[config.mk]
export PLATFORM = sky130hd
export DESIGN_NAME = acc_drain_sched
export DESIGN_NICKNAME = d
export VERILOG_FILES = /design/src/rtl/acc_drain_sched.sv
export SDC_FILE = /design/constraint.sdc
export NUM_CORES = 1
export LEC_CHECK = 0
export ABC_AREA = 1
export CORE_MARGIN = 4
export CORE_UTILIZATION = 35
export CTS_BUF_LIST = sky130_fd_sc_hd__clkbuf_8
export DETAILED_ROUTE_END_ITERATION = 16
export SLEW_MARGIN = 20
export SYNTH_ARGS = -nofsm -noshare
export SYNTH_HDL_FRONTEND = slang
export SYNTH_SLANG_ARGS = --single-unit
export TNS_END_PERCENT = 5
[constraint.sdc]
create_clock -name clk -period 4.8 [get_ports clk]
set_clock_uncertainty 0.1 [all_clocks]
set_input_delay 0.72 -clock clk [delete_from_list [all_inputs] [get_ports clk]]
set_output_delay 0.72 -clock clk [all_outputs]
set_load 0.005 [all_outputs]
[src/rtl/acc_drain_sched.sv]
// Layer sequencer and round-robin writeback arbiter for the accumulator array.
// Each column owns a 1-deep holding register; holds are drained onto one valid/ready port.
module acc_drain_sched #(
    parameter int N_COL  = 16,
    parameter int DATA_W = 8,
    parameter int COL_W  = $clog2(N_COL)
) (
    input  logic                    clk,
    input  logic                    rst,
    input  logic                    cmd_valid_i,
    output logic                    cmd_ready_o,
    input  logic [4:0]              cmd_ofmap_size_i,
    input  logic [5:0]              cmd_ifmap_ch_i,
    output logic [4:0]              ofmap_size_o,
    output logic [5:0]              ifmap_ch_o,
    output logic                    acc_en_o,
    input  logic [N_COL-1:0]        col_valid_i,
    input  logic [N_COL-1:0]        col_last_i,
    input  logic [N_COL*DATA_W-1:0] col_data_i,
    output logic [N_COL-1:0]        col_ready_o,
    output logic                    wb_valid_o,
    input  logic                    wb_ready_i,
    output logic [DATA_W-1:0]       wb_data_o,
    output logic [COL_W-1:0]        wb_col_o,
    output logic                    wb_last_o,
    output logic                    done_o,
    output logic                    overflow_o
);

    typedef enum logic [1:0] {
        IDLE  = 2'd0,
        RUN   = 2'd1,
        FLUSH = 2'd2,
        DONE  = 2'd3
    } state_t;

    state_t               state_q, state_d;
    logic [4:0]           ofmap_size_q;
    logic [5:0]           ifmap_ch_q;

    logic [N_COL-1:0]     hold_full_q;
    logic [N_COL-1:0]     hold_last_q;
    logic [DATA_W-1:0]    hold_data_q [N_COL];
    logic [N_COL-1:0]     last_done_q;
    logic [COL_W-1:0]     ptr_q;

    logic                 wb_valid_q;
    logic [DATA_W-1:0]    wb_data_q;
    logic [COL_W-1:0]     wb_col_q;
    logic                 wb_last_q;
    logic                 overflow_q;

    logic                 out_load;
    logic                 grant_found;
    logic [COL_W-1:0]     grant_idx;
    logic [COL_W-1:0]     scan_idx;
    logic [N_COL-1:0]     grant_vec;
    logic [N_COL-1:0]     capture_vec;
    logic [N_COL-1:0]     ovf_vec;
    logic                 accept_cmd;
    logic                 in_run;

    assign accept_cmd = (state_q == IDLE) && cmd_valid_i;
    assign in_run     = (state_q == RUN);
    assign out_load   = ~wb_valid_q | wb_ready_i;

    // Rotating priority scan: first full hold at or after ptr_q (index wraps by width).
    always_comb begin
        grant_found = 1'b0;
        grant_idx   = '0;
        scan_idx    = '0;
        for (int k = 0; k < N_COL; k++) begin
            scan_idx = ptr_q + COL_W'(k);
            if (!grant_found && hold_full_q[scan_idx]) begin
                grant_found = 1'b1;
                grant_idx   = scan_idx;
            end
        end
    end

    generate
        for (genvar gi = 0; gi < N_COL; gi++) begin : g_col
            assign grant_vec[gi]   = out_load && grant_found && (grant_idx == COL_W'(gi));
            assign capture_vec[gi] = in_run && col_valid_i[gi] && (!hold_full_q[gi] || grant_vec[gi]);
            assign ovf_vec[gi]     = in_run && col_valid_i[gi] && hold_full_q[gi] && !grant_vec[gi];
        end
    endgenerate

    always_comb begin
        state_d = state_q;
        case (state_q)
            IDLE:    if (cmd_valid_i) state_d = RUN;
            RUN:     if (&last_done_q) state_d = FLUSH;
            FLUSH:   if (out_load && !(|hold_full_q)) state_d = DONE;
            DONE:    state_d = IDLE;
            default: state_d = IDLE;
        endcase
    end

    always_ff @(posedge clk) begin
        if (rst) begin
            state_q      <= IDLE;
            ofmap_size_q <= '0;
            ifmap_ch_q   <= '0;
            overflow_q   <= 1'b0;
        end else begin
            state_q <= state_d;
            if (accept_cmd) begin
                ofmap_size_q <= cmd_ofmap_size_i;
                ifmap_ch_q   <= cmd_ifmap_ch_i;
            end
            if (|ovf_vec) overflow_q <= 1'b1;
        end
    end

    // A capture wins over the grant-clear so a beat arriving while its hold drains is kept.
    always_ff @(posedge clk) begin
        if (rst) begin
            hold_full_q <= '0;
            hold_last_q <= '0;
            last_done_q <= '0;
            for (int c = 0; c < N_COL; c++) hold_data_q[c] <= '0;
        end else begin
            for (int c = 0; c < N_COL; c++) begin
                if (capture_vec[c]) begin
                    hold_full_q[c] <= 1'b1;
                    hold_last_q[c] <= col_last_i[c];
                    hold_data_q[c] <= col_data_i[c*DATA_W +: DATA_W];
                end else if (grant_vec[c]) begin
                    hold_full_q[c] <= 1'b0;
                end
                if (accept_cmd) begin
                    last_done_q[c] <= 1'b0;
                end else if (grant_vec[c] && hold_last_q[c]) begin
                    last_done_q[c] <= 1'b1;
                end
            end
        end
    end

    always_ff @(posedge clk) begin
        if (rst) begin
            ptr_q      <= '0;
            wb_valid_q <= 1'b0;
            wb_data_q  <= '0;
            wb_col_q   <= '0;
            wb_last_q  <= 1'b0;
        end else if (out_load) begin
            wb_valid_q <= grant_found;
            if (grant_found) begin
                wb_data_q <= hold_data_q[grant_idx];
                wb_col_q  <= grant_idx;
                wb_last_q <= hold_last_q[grant_idx];
                ptr_q     <= grant_idx + 1'b1;
            end
        end
    end

    assign cmd_ready_o  = (state_q == IDLE);
    assign acc_en_o     = (state_q == RUN);
    assign done_o       = (state_q == DONE);
    assign ofmap_size_o = ofmap_size_q;
    assign ifmap_ch_o   = ifmap_ch_q;
    assign col_ready_o  = ~hold_full_q;
    assign wb_valid_o   = wb_valid_q;
    assign wb_data_o    = wb_data_q;
    assign wb_col_o     = wb_col_q;
    assign wb_last_o    = wb_last_q;
    assign overflow_o   = overflow_q;

endmodule

Word-level counts from Yosys, hierarchy flattened
Memory sizes are Yosys's and may differ from the RTL's. A register that Yosys moved wholly into a read port is not among the register bits.
Index checks and enable logic that the tools add are counted.
{"block": "totals", "mem_count": 1, "register_bits": 72, "elab_cells": 500, "output_inout_bits": 45, "mem_bits_rw": 128}
{"block": "classes", "reduce_logical": 202, "bitwise": 19, "n_lt_le_gt_ge": 17, "add_sub_neg": 16, "eq_ne": 21, "mux": 168}
{"name": "hold_data_q", "depth": 16, "word_bits": 8, "rd": 1, "rd_ports_with_merged_regs": 1, "write_ports": 16, "line": "43", "text": "logic [DATA_W-1:0] hold_data_q [N_COL];"}
{"cell": "$mux W8", "count": 16}
{"cell": "$mux W1", "count": 115}
{"cell": "$logic_and A1 B1 Y1", "count": 114}
{"cell": "$lt A4 B5 Y1 const B", "count": 17}
{"cell": "$bmux W1 S4", "count": 17}
{"cell": "$mux W4", "count": 16}
{"cell": "$logic_not A1 Y1", "count": 48}
{"cell": "$add A4 B4 Y4 const B", "count": 8}
{"cell": "$eq A4 B4 Y1 const B", "count": 8}
{"cell": "$reduce_bool A2 Y1", "count": 16}
{"cell": "$reduce_or A16 Y1", "count": 2}
{"cell": "$or A1 B1 Y1", "count": 17}
{"cell": "$add A4 B3 Y4 const B", "count": 4}
{"cell": "$eq A4 B3 Y1 const B", "count": 4}
{"cell": "$logic_or A1 B1 Y1", "count": 16}
{"cell": "$not A16 Y16", "count": 1}
{"cell": "$reduce_and A16 Y1", "count": 1}
{"cell": "$add A4 B1 Y4 const B", "count": 2}
{"cell": "$add A4 B2 Y4 const B", "count": 2}
{"cell": "$eq A4 B2 Y1 const B", "count": 2}
{"cell": "$pmux W2 S4", "count": 1}
{"cell": "$mux W2", "count": 3}
{"cell": "$eq A2 B2 Y1 const B", "count": 2}
{"cell": "$eq A4 B1 Y1 const B", "count": 1}
{"cell": "9 further kinds", "count": 10}

Depth between registers and ports, before layout
Gate-level depths: netlist of the first run.
{"block": "depth", "word_depth": 56, "mapped_depth": 33, "depth_no_buf": 29}

Worst setup path after synthesis of the first run
OpenSTA, ideal clock, no wires.
{"block": "synth_timing", "path_type": "reg2reg", "from": "register ptr_q[1]", "to": "memory hold_data_q[0][0] (enable)", "path_stages_with_launch": 26, "setup_slack_ns": 0.615, "path_buffers": 3, "required_time_ns": 4.371, "arrival_time_ns": 3.756, "path_cell_list": "dfxtp_1 inv_1 buf_2 ha_1 clkbuf_1 nand3_1 nand3_1 nand2_1 nand2_1 nand2_2 nor2_8 nand4_4 nor2_4 nand4_4 nor2_4 nand4_2 nor2_4 nand3_2 nand3_2 nand2_4 nor2_4 buf_4 nand3_2 nand2_2 nand3_1 nand2_1"}
{"item": "start, declared", "line": "45", "text": "logic [COL_W-1:0] ptr_q;"}
{"item": "start signal, assigned", "line": "154", "text": "ptr_q <= grant_idx + 1'b1;"}
{"item": "end, declared", "line": "43"}

==> results.md, run 1 <==
- Yosys cell types: 44
- Antenna viol nets, final: 0
- Yosys reg bits: 208
- Post-Synth Adder-Cell Area: 0.0117
- Syn. warnings: 0
- Max-cap violations: 0
- Xor/xnor share of the synthesized area: 0.00796
- Reg2Reg Capture Point: hold_data_q[12][6]
- Worst reg2reg path depth: 24
- Commonest non-fill, non-tap cells in the layout: nand2_1 (420), inv_1 (260), nor2_1 (252)
- Inserted Clock Buffers: 35
- Worst-path clk slew: 0.06 ns
- Syn Std Cell Area: 11800 sq um
- Worst R2R Start: ptr_q[0]
- Nets: 2051
- Hold path cells: 2
- Period utilization: 0.930
- Crit end category: register
- Postcts setup bufs: 0
- CTS root buf: clkbuf_8
- Die Area: 36700 sq um
- F_max: 0.224 GHz
- Seq/Total Area, Yosys: 0.462
- IO Pins: 220
- PnR worst setup slack: 0.334 ns
- Syn Nets: 1788
- Die W: 192 um
- Clock Latency Late Sink: 0.52 ns
- Startpoint types: register
- Worst hold endpoint: last_done_q[3]
- Cts hold-fix bufs: 0
- Core area: 32900 sq um
- Final Hold Fails: 0
- Min cycle time layout: 4.47 ns
- Simple logic cell fraction of the synthesized area: 0.355
- Max FO, Critical Path: 11
- Mapped Cells: 1602
- Post-synthesis compound-gate area fraction: 0.0581
- Hold Crit Class: reg2reg
- Die H: 192 um
- DPL Wire Length: 32.0 mm
- Arr. time, crit path: 4.52 ns
- Clk buf depth: 3
- Synth-to-Final Area Change: 31.6%
- Gr ovfl total: 0
- Length of the first detailed-routing pass in iterations: 5
- Syn Area/Cell: 7.36 sq um
- Initial antenna violation count: 0
- Vias post-DR: 11343
- Largest net degree at the start of global routing: 74
- DR DRC count: 0
- Routed len/inst: 17.3 um
- Pre-CTS WS: 0.152 ns
- Mux share of post-synthesis cell area: 0
- WP data required: 4.86 ns
- Initial Utilization: 0.359
- Share of cells above drive strength 1: 0.0906
- Setup CP Type: reg2reg
- GPL Wtd Cong: 0.955
- Worst slew pin tran: 0.948 ns
- Reg area: 5450 sq um
- Tot GR Track Use: 0.215
- DR iter-0 viols: 748
- Status: complete, no violations
- Port Buffers: 219
- Final slew viol count: 0
- First-pass GRT wire length: 61.6 mm
- Antenna Cells: 0
- Hold_sp: last_done_q[3]
- TritonCTS clock tree: yes
- Most common cell after layout, fill and taps aside: nand2_1
- Slew HR: 0.368
- Largest family of logic cells by synthesized area: simple AND/OR/NAND/NOR gates
- # rows: 66
- H-tree levels: 2
- R2R Setup Slk: 0.33 ns
- Final setup vio count: 0
- Via density: 4.87
- Fillers: 3391
- Vias in the first global route: 11260
- Area of the multi-input gates: 5140 sq um
- Final wirelength: 40.3 mm
- Clk sinks: 208
==> metal layers <==
layer / track usage / vias up / wire (um)
li1: - / 5643 / -
met1: 0.274 / 5255 / 16600
met2: 0.381 / 384 / 20400
met3: 0.0291 / 61 / 2330
met4: 0.0633 / 0 / 996
met5: 0 / - / 0
==> flip-flops by register name, summed over array words and instances (netlist names), 5 cells and up <==
register and flops:
ifmap_ch_o 6, hold_full_q 16, hold_last_q 16, hold_data_q 128, wb_data_o 8, ofmap_size_o 5, last_done_q 16
==> area by class of cell <==
| cell class | instances | area share |
|---|---|---|
| clock inverter | 21 | 0.00919 |
| inverter | 253 | 0.0616 |
| multi-input combinational | 1084 | 0.331 |
| sequential | 208 | 0.351 |
| clock buffer | 39 | 0.0346 |
| timing repair buffer | 283 | 0.177 |
| tap | 442 | 0.0356 |
==> logic make-up (layout without fill, tap and decap cells) <==
group           Yosys count  after routing
compound gates          124            124
buf+inv                 310            596
simple gates            940            940
fa+ha+maj                11             11
flops                   208            208
xor+xnor                  9              9
==> per-stage QoR <==
stage	hold slack, ns	util	cells	TNS (ns)	area [sq um]
2_1_floorplan	0.330	-	1602	0	11800
3_3_place_gp	0.337	0.450	2270	0	14800
3_5_place_dp	0.343	0.450	2270	0	14800
4_1_cts	0.352	0.471	2330	0	15500
5_1_grt	0.369	0.472	2330	-0.00818	15500
6_report	0.354	0.472	2330	0	15500
==> timing repair <==
action | CTS | global route
gates resized for setup | 0 | 10
endpoints found under the setup margin | 0 | 189
endpoints found under the hold margin | 0 | 0
==> critical path: stages (launching register included) <==
cell and delay [ns]:
dfxtp_2 0.41, inv_4 0.04, ha_1 0.35, clkinvlp_4 0.25, nand3_1 0.18, nand3_1 0.11, nand2_1 0.14, nand2_1 0.09
nand2_2 0.16, nand3_1 0.09, nand2_1 0.08, nand3_1 0.09, nor2_1 0.22, nand3_1 0.11, nor2_1 0.10, nand3_1 0.07
nor2_1 0.09, nand3_1 0.08, nor2_1 0.18, nand3_4 0.18, nor2_4 0.22, nand3_1 0.13, nand2_1 0.11, nand3_1 0.13
nand2_1 0.39
==> cell usage after synthesis (all sizes together) <==
library cell    n  area share
nor4            2      0.0011
o21a            1     0.00064
a31oi           4      0.0021
nand4          49       0.037
xnor2           2      0.0015
nor2          264       0.090
inv           253       0.081
o21ai          57       0.025
o41ai           1     0.00074
clkbuf         22      0.0070
nor3            4      0.0021
a21oi          47       0.020
a22oi           1     0.00064
buf            35       0.018
a211oi          2      0.0013
a21boi          1     0.00095
xor2            7      0.0065
o22ai           5      0.0032
dfxtp          80        0.14
ha             11       0.012
nand3         192       0.087
nand2         429        0.14
edfxtp        128        0.33
o211ai          5      0.0032
==> worst max-delay path by stage <==
stage / start / to / slack [ns] / cells past startpoint
final: ptr_q[0] / hold_data_q[12][6] / 0.33 / 24
after global routing: ptr_q[0] / wb_data_o[0] / -0.008 / 29
after CTS: ptr_q[0] / hold_data_q[10][6] / 0.14 / 21
after detailed placement: ptr_q[0] / hold_data_q[10][3] / 0.15 / 21
after global placement: ptr_q[0] / hold_data_q[10][3] / 0.23 / 21
after floorplan: ptr_q[1] / hold_data_q[0][0] / 0.61 / 25
Power of run 1 is not shown: default switching activity piles up to over one toggle a cycle in this logic, so the estimate is an artifact.
==> inputs of run 2 (changes only) <==
--- a/config.mk
+++ b/config.mk
@@ -6,10 +6,12 @@
 export NUM_CORES = 1
 export LEC_CHECK = 0
 export ABC_AREA = 1
+export CORE_ASPECT_RATIO = 0.7
 export CORE_MARGIN = 4
 export CORE_UTILIZATION = 35
 export CTS_BUF_LIST = sky130_fd_sc_hd__clkbuf_8
 export DETAILED_ROUTE_END_ITERATION = 16
+export RECOVER_POWER = 50
 export SLEW_MARGIN = 20
 export SYNTH_ARGS = -nofsm -noshare
 export SYNTH_HDL_FRONTEND = slang
==> results.md, run 2 (same netlist as run 1, synthesis figures left out) <==
- Status: complete, no violations
- Largest net degree at the start of global routing: 74 (unchanged)
- Arr. time, crit path: 4.70 ns (+0.18 ns)
- Setup CP Type: reg2reg
- Vias in the first global route: 11619 (+3.2%)
- R2R Setup Slk: 0.25 ns (-0.09 ns)
- Worst setup endpoint: hold_data_q[6][7]
- Worst-path clk slew: 0.07 ns (about the same)
- DR iter-0 viols: 1256 (+68%)
- Synth-to-Final Area Change: 39.5%
- Final slew viol count: 0 (unchanged)
- First-pass GRT wire length: 68.2 mm (+11%)
- Share of cells above drive strength 1: 0.142 (+0.0511)
- Core area: 32800 sq um (-0.33%)
- # rows: 55 (-17%)
- Initial Utilization: 0.360 (+0.00121)
- Clock Latency Late Sink: 0.54 ns (+0.02 ns)
- Reg area: 5450 sq um (unchanged)
- DR DRC count: 0 (unchanged)
- Tot GR Track Use: 0.244 (+0.0291)
- Max FO, Critical Path: 9 (-2)
- Min cycle time layout: 4.55 ns (+0.0887 ns)
- Clk buf depth: 3 (unchanged)
- Vias post-DR: 12149 (+7.1%)
- Inserted Clock Buffers: 35 (unchanged)
- Max FFs per register: 128 (unchanged)
- Die Area: 36700 sq um (+0.13%)
- Antenna viol nets, final: 0 (unchanged)
- Period utilization: 0.949 (+0.0185)
- F_max: 0.220 GHz (-1.9%)
- Fillers: 3216 (-5.2%)
- Commonest non-fill, non-tap cells in the layout: nand2_1 (421), inv_1 (252), nor2_1 (252)
- Die H: 162 um (-16%)
- Port Buffers: 219 (unchanged)
- Area of the multi-input gates: 5150 sq um (+0.15%)
- IO Pins: 220 (unchanged)
- Gr ovfl total: 0 (unchanged)
- Most used cell, CP: nand2_1
- Via density: 4.98 (+2.3%)
- Largest Register: hold_data_q
- Startpoint types: register
- Initial antenna violation count: 0 (unchanged)
- WP data required: 4.94 ns (+0.08 ns)
- Hold Crit Class: reg2reg
- RSZ-0062 raised after global routing: false
- GPL Wtd Cong: 1.05 (+9.7%)
- Crit end category: register
- Final wirelength: 45.8 mm (+14%)
- Worst slew pin tran: 1.47 ns (+0.527 ns)
- Final setup vio count: 0 (unchanged)
- Most common cell after layout, fill and taps aside: nand2_1
- Nets: 2172 (+5.9%)
- Reg2Reg Capture Point: hold_data_q[6][7]
- Cells after DPL: 2373 (+4.5%)
- Slowest stage delay, CP: 0.37 ns (-0.04 ns)
- Fin cells: 2439 (+4.7%)
- Worst R2R Start: ptr_q[1]
- Die W: 227 um (+19%)
- Antenna Cells: 0 (unchanged)
- CTS root buf: clkbuf_8
- Worst setup path start: ptr_q[1]
- Worst reg2reg path depth: 24 (unchanged)
- CP cell instances: buf_4 -> ha_1 -> nand2_1 -> nand2_1 -> o22ai_2 -> inv_2 -> nand2_1 -> nand2_2 -> nor2_8 -> nand4_4 -> nor2_4 -> nand4_4 -> nor2_4 -> clkbuf_4 -> nand4_2 -> nor2_4 -> nand4_1 -> nand3_2 -> nand2_1 -> buf_4 -> o21ai_1 -> nand3_1 -> nand2_1 -> buf_4
- TritonCTS clock tree: yes
- Slowest CP cell: o22ai_2
- Final Hold Fails: 0 (unchanged)
- DPL Wire Length: 36.9 mm (+15%)
- Length of the first detailed-routing pass in iterations: 5 (unchanged)
- Max-cap violations: 0 (unchanged)
- Clk sinks: 208 (unchanged)
- H-tree levels: 2 (unchanged)
- Routed len/inst: 18.8 um (+8.5%)
- Slew HR: 0.0169 (-0.351)
## run 2: cell count changes in the layout (fill, tap and decap cells not counted), sizes merged
cell and delta:
clkinvlp -2, inv -5, clkdlybuf4s50 -44, buf +106
clkinv +10, dlygate4sd3 +44, clkbuf +15
## run 2: worst max-delay path: cells and delay by family (launching register included)
kind                       cells  cell delay (ns)
and+or+nand+nor               16             2.15
adders and majority gates      1             0.24
AOI/OAI and AO/OA              2             0.67
buffers and inverters          5             0.77
DFF                            1             0.31
## run 2: worst min-delay path by stage
| stage | startpoint | endpoint | slack, ns | cells after the start |
|---|---|---|---|---|
| global route | hold_last_q[10] | hold_last_q[10] | 0.38 | 2 |
| global placement | last_done_q[1] | last_done_q[1] | 0.34 | 2 |
| floorplan | last_done_q[0] | last_done_q[0] | 0.33 | 2 |
| finish | last_done_q[14] | last_done_q[14] | 0.35 | 2 |
| detailed placement | last_done_q[14] | last_done_q[14] | 0.34 | 2 |
| CTS | last_done_q[14] | last_done_q[14] | 0.35 | 2 |
## run 2: area by class of cell
cell class / instances / area share
tap: 427 / 0.0325
sequential: 208 / 0.331
timing repair buffer: 404 / 0.224
multi-input combinational: 1084 / 0.313
inverter: 253 / 0.0578
clock buffer: 39 / 0.0326
clock inverter: 24 / 0.00981
## run 2: per-layer routing
metal	routed length (um)	up-vias	global-route usage
met5	0	-	0
met4	630	0	0.0454
met2	17600	559	0.325
met1	22000	5638	0.376
li1	-	5906	-
met3	5580	46	0.0903
## run 2: stage by stage
| stage | hold slack (ns) | cell area, sq um | utilization | TNS, ns | setup slack [ns] |
|---|---|---|---|---|---|
| 2_1_floorplan | 0.330 | 11800 | - | 0 | 0.615 |
| 3_3_place_gp | 0.338 | 15800 | 0.481 | -0.412 | -0.0342 |
| 3_5_place_dp | 0.343 | 15800 | 0.481 | 0 | 0.143 |
| 4_1_cts | 0.354 | 16500 | 0.503 | 0 | 0.133 |
| 5_1_grt | 0.382 | 16500 | 0.502 | 0 | 0.0293 |
| 6_report | 0.354 | 16500 | 0.502 | 0 | 0.245 |
## run 2: timing repair
action / CTS / global route
endpoints found under the setup margin: 0 / 233
hold buffers: 0 / 0
setup buffers: 0 / 3
gates resized for setup: 0 / 14
Power of run 2 is left out for the same reason.
==> inputs of run 3 (changes only) <==
--- a/config.mk
+++ b/config.mk
@@ -11,6 +11,7 @@
 export CORE_UTILIZATION = 35
 export CTS_BUF_LIST = sky130_fd_sc_hd__clkbuf_8
 export DETAILED_ROUTE_END_ITERATION = 16
+export GPL_TIMING_DRIVEN = 0
 export RECOVER_POWER = 50
 export SLEW_MARGIN = 20
 export SYNTH_ARGS = -nofsm -noshare
==> results.md, run 3 (same netlist as run 1, synthesis figures left out) <==
- Initial Utilization: 0.360 (unchanged)
- Startpoint types: register
- Hold Crit Class: reg2reg
- Gr ovfl total: 0 (unchanged)
- TritonCTS clock tree: yes
- # rows: 55 (unchanged)
- Setup CP Type: reg2reg
- Port Buffers: 219 (unchanged)
- Setup TNS: 0 ns (unchanged)
- Pre-CTS WS: -0.842 ns (-0.985 ns)
- Clock Latency Late Sink: 0.55 ns (about the same)
- Max-cap violations: 0 (unchanged)
- Vias in the first global route: 11192 (-3.7%)
- Commonest non-fill, non-tap cells in the layout: nand2_1 (394), inv_1 (254), nor2_1 (241)
- Max FO, Critical Path: 10 (+1)
- DR DRC count: 0 (unchanged)
- Max FFs per register: 128 (unchanged)
- Worst slew pin tran: 1.21 ns (-0.261 ns)
- Period utilization: 0.956 (+0.00729)
- Slowest CP cell: o21ai_0
- PnR worst setup slack: 0.210 ns (-0.0350 ns)
- Initial antenna violation count: 1 (+1)
- Largest net degree at the start of global routing: 14 (-81%)
- Worst-path clk slew: 0.06 ns (about the same)
- Status: complete, no violations
- Tot GR Track Use: 0.246 (+0.00169)
- Slowest stage delay, CP: 0.80 ns (+0.43 ns)
- First-pass GRT wire length: 68.1 mm (-0.10%)
- Antenna viol nets, final: 0 (unchanged)
- IO Pins: 220 (unchanged)
- Bufs and invs on worst path: 5 (unchanged)
- Final Hold Fails: 0 (unchanged)
- Cts hold-fix bufs: 0 (unchanged)
- GPL Wtd Cong: 0.963 (-8.1%)
- DR iter-0 viols: 1313 (+4.5%)
- Inserted Clock Buffers: 35 (unchanged)
- Clk buf depth: 3 (unchanged)
- Arr. time, crit path: 4.73 ns (+0.03 ns)
- Routed len/inst: 20.0 um (+6.8%)
- Most common cell after layout, fill and taps aside: nand2_1
- Final wirelength: 46.9 mm (+2.5%)
- Final hold slack: 0.353 ns (-0.00143 ns)
- Length of the first detailed-routing pass in iterations: 7 (+2)
- Crit end category: register
- Nets: 2072 (-4.6%)
- Antenna Cells: 0 (unchanged)
- Vias post-DR: 11990 (-1.3%)
- Die Area: 36700 sq um (unchanged)
- CTS root buf: clkbuf_8
- Final setup vio count: 0 (unchanged)
- F_max: 0.218 GHz (-0.76%)
- Die H: 162 um (unchanged)
- Share of cells above drive strength 1: 0.128 (-0.0141)
- Synth-to-Final Area Change: 36.4%
- RSZ-0062 raised after global routing: true
- Top delay family on crit path: simple AND/OR/NAND/NOR gates
- WP data required: 4.94 ns (about the same)
- Core area: 32800 sq um (unchanged)
- Via density: 5.12 (+2.9%)
- Clk sinks: 208 (unchanged)
- DPL Wire Length: 36.7 mm (-0.66%)
- Fillers: 3241 (+0.78%)
- Die W: 227 um (unchanged)
- Largest Register: hold_data_q
- Final slew viol count: 0 (unchanged)
- CP cell instances: buf_4 -> buf_4 -> xor2_1 -> inv_1 -> o21ai_0 -> inv_1 -> nand4_4 -> nor2_1 -> nor2_1 -> nand2_1 -> nand2_1 -> nand2_8 -> nor2_4 -> buf_12 -> nand3_2 -> nand2_4 -> nand3_2 -> nand2_4
- H-tree levels: 2 (unchanged)
- Min cycle time layout: 4.59 ns (+0.0350 ns)
- Slew HR: 0.191 (+0.174)
run 3: cell count changes in the layout (fill, tap and decap cells not counted), sizes merged:
cell | before | now
bufinv | 2 | 1
nand2 | 429 | 432
inv | 262 | 261
clkinv | 11 | 10
clkdlybuf4s50 | 174 | 173
buf | 171 | 60
clkinvlp | 2 | 7
clkbuf | 54 | 60
dlygate4sd3 | 44 | 46
run 3: layer usage:
layer | global-route usage | part of all wire
met3 | 0.0672 | 0.12
met2 | 0.331 | 0.39
met1 | 0.394 | 0.47
met4 | 0.0377 | 0.013
met5 | 0 | 0.00017
run 3: final timing paths:
kind / start / to / slack [ns] / depth (start not counted)
max: ptr_q[2] / hold_data_q[0][6] / 0.21 / 18
min: last_done_q[14] / last_done_q[14] / 0.35 / 2
max reg2reg: ptr_q[2] / hold_data_q[0][6] / 0.21 / 18
min reg2reg: last_done_q[14] / last_done_q[14] / 0.35 / 2
run 3: timing repair:
action                                  in CTS  in global routing
resized for setup                           72                 89
endpoints found under the setup margin     264                254
pin swaps                                    7                 24
cloned                                       0                  3
setup buffers                                8                 18
run 3: area by class of cell:
type,instances,area (sq um),area share
multi-input cells,1087,5690,0.353
flip-flops and latches,208,5450,0.339
repair buffers,245,2400,0.149
inverters,253,963,0.0599
well taps,427,534,0.0332
clock buffers,38,523,0.0325
plain buffers,56,385,0.0239
clock inverters,26,145,0.00902
run 3: per-stage QoR:
step	instance area [sq um]	util	std cells
floorplan	11800	-	1602
finish	16100	0.491	2340
CTS	15500	0.474	2320
global route	16100	0.491	2340
global placement	14500	0.443	2248
detailed placement	14500	0.443	2248
run 3: tightest hold or removal path, delay by kind of cell (launching register included):
| kind | cells | cell delay, ns |
|---|---|---|
| buffers and inverters | 1 | 0.05 |
| flip-flops | 1 | 0.31 |
| AO/OA/AOI/OAI | 1 | 0.05 |
Power of run 3 is left out for the same reason.
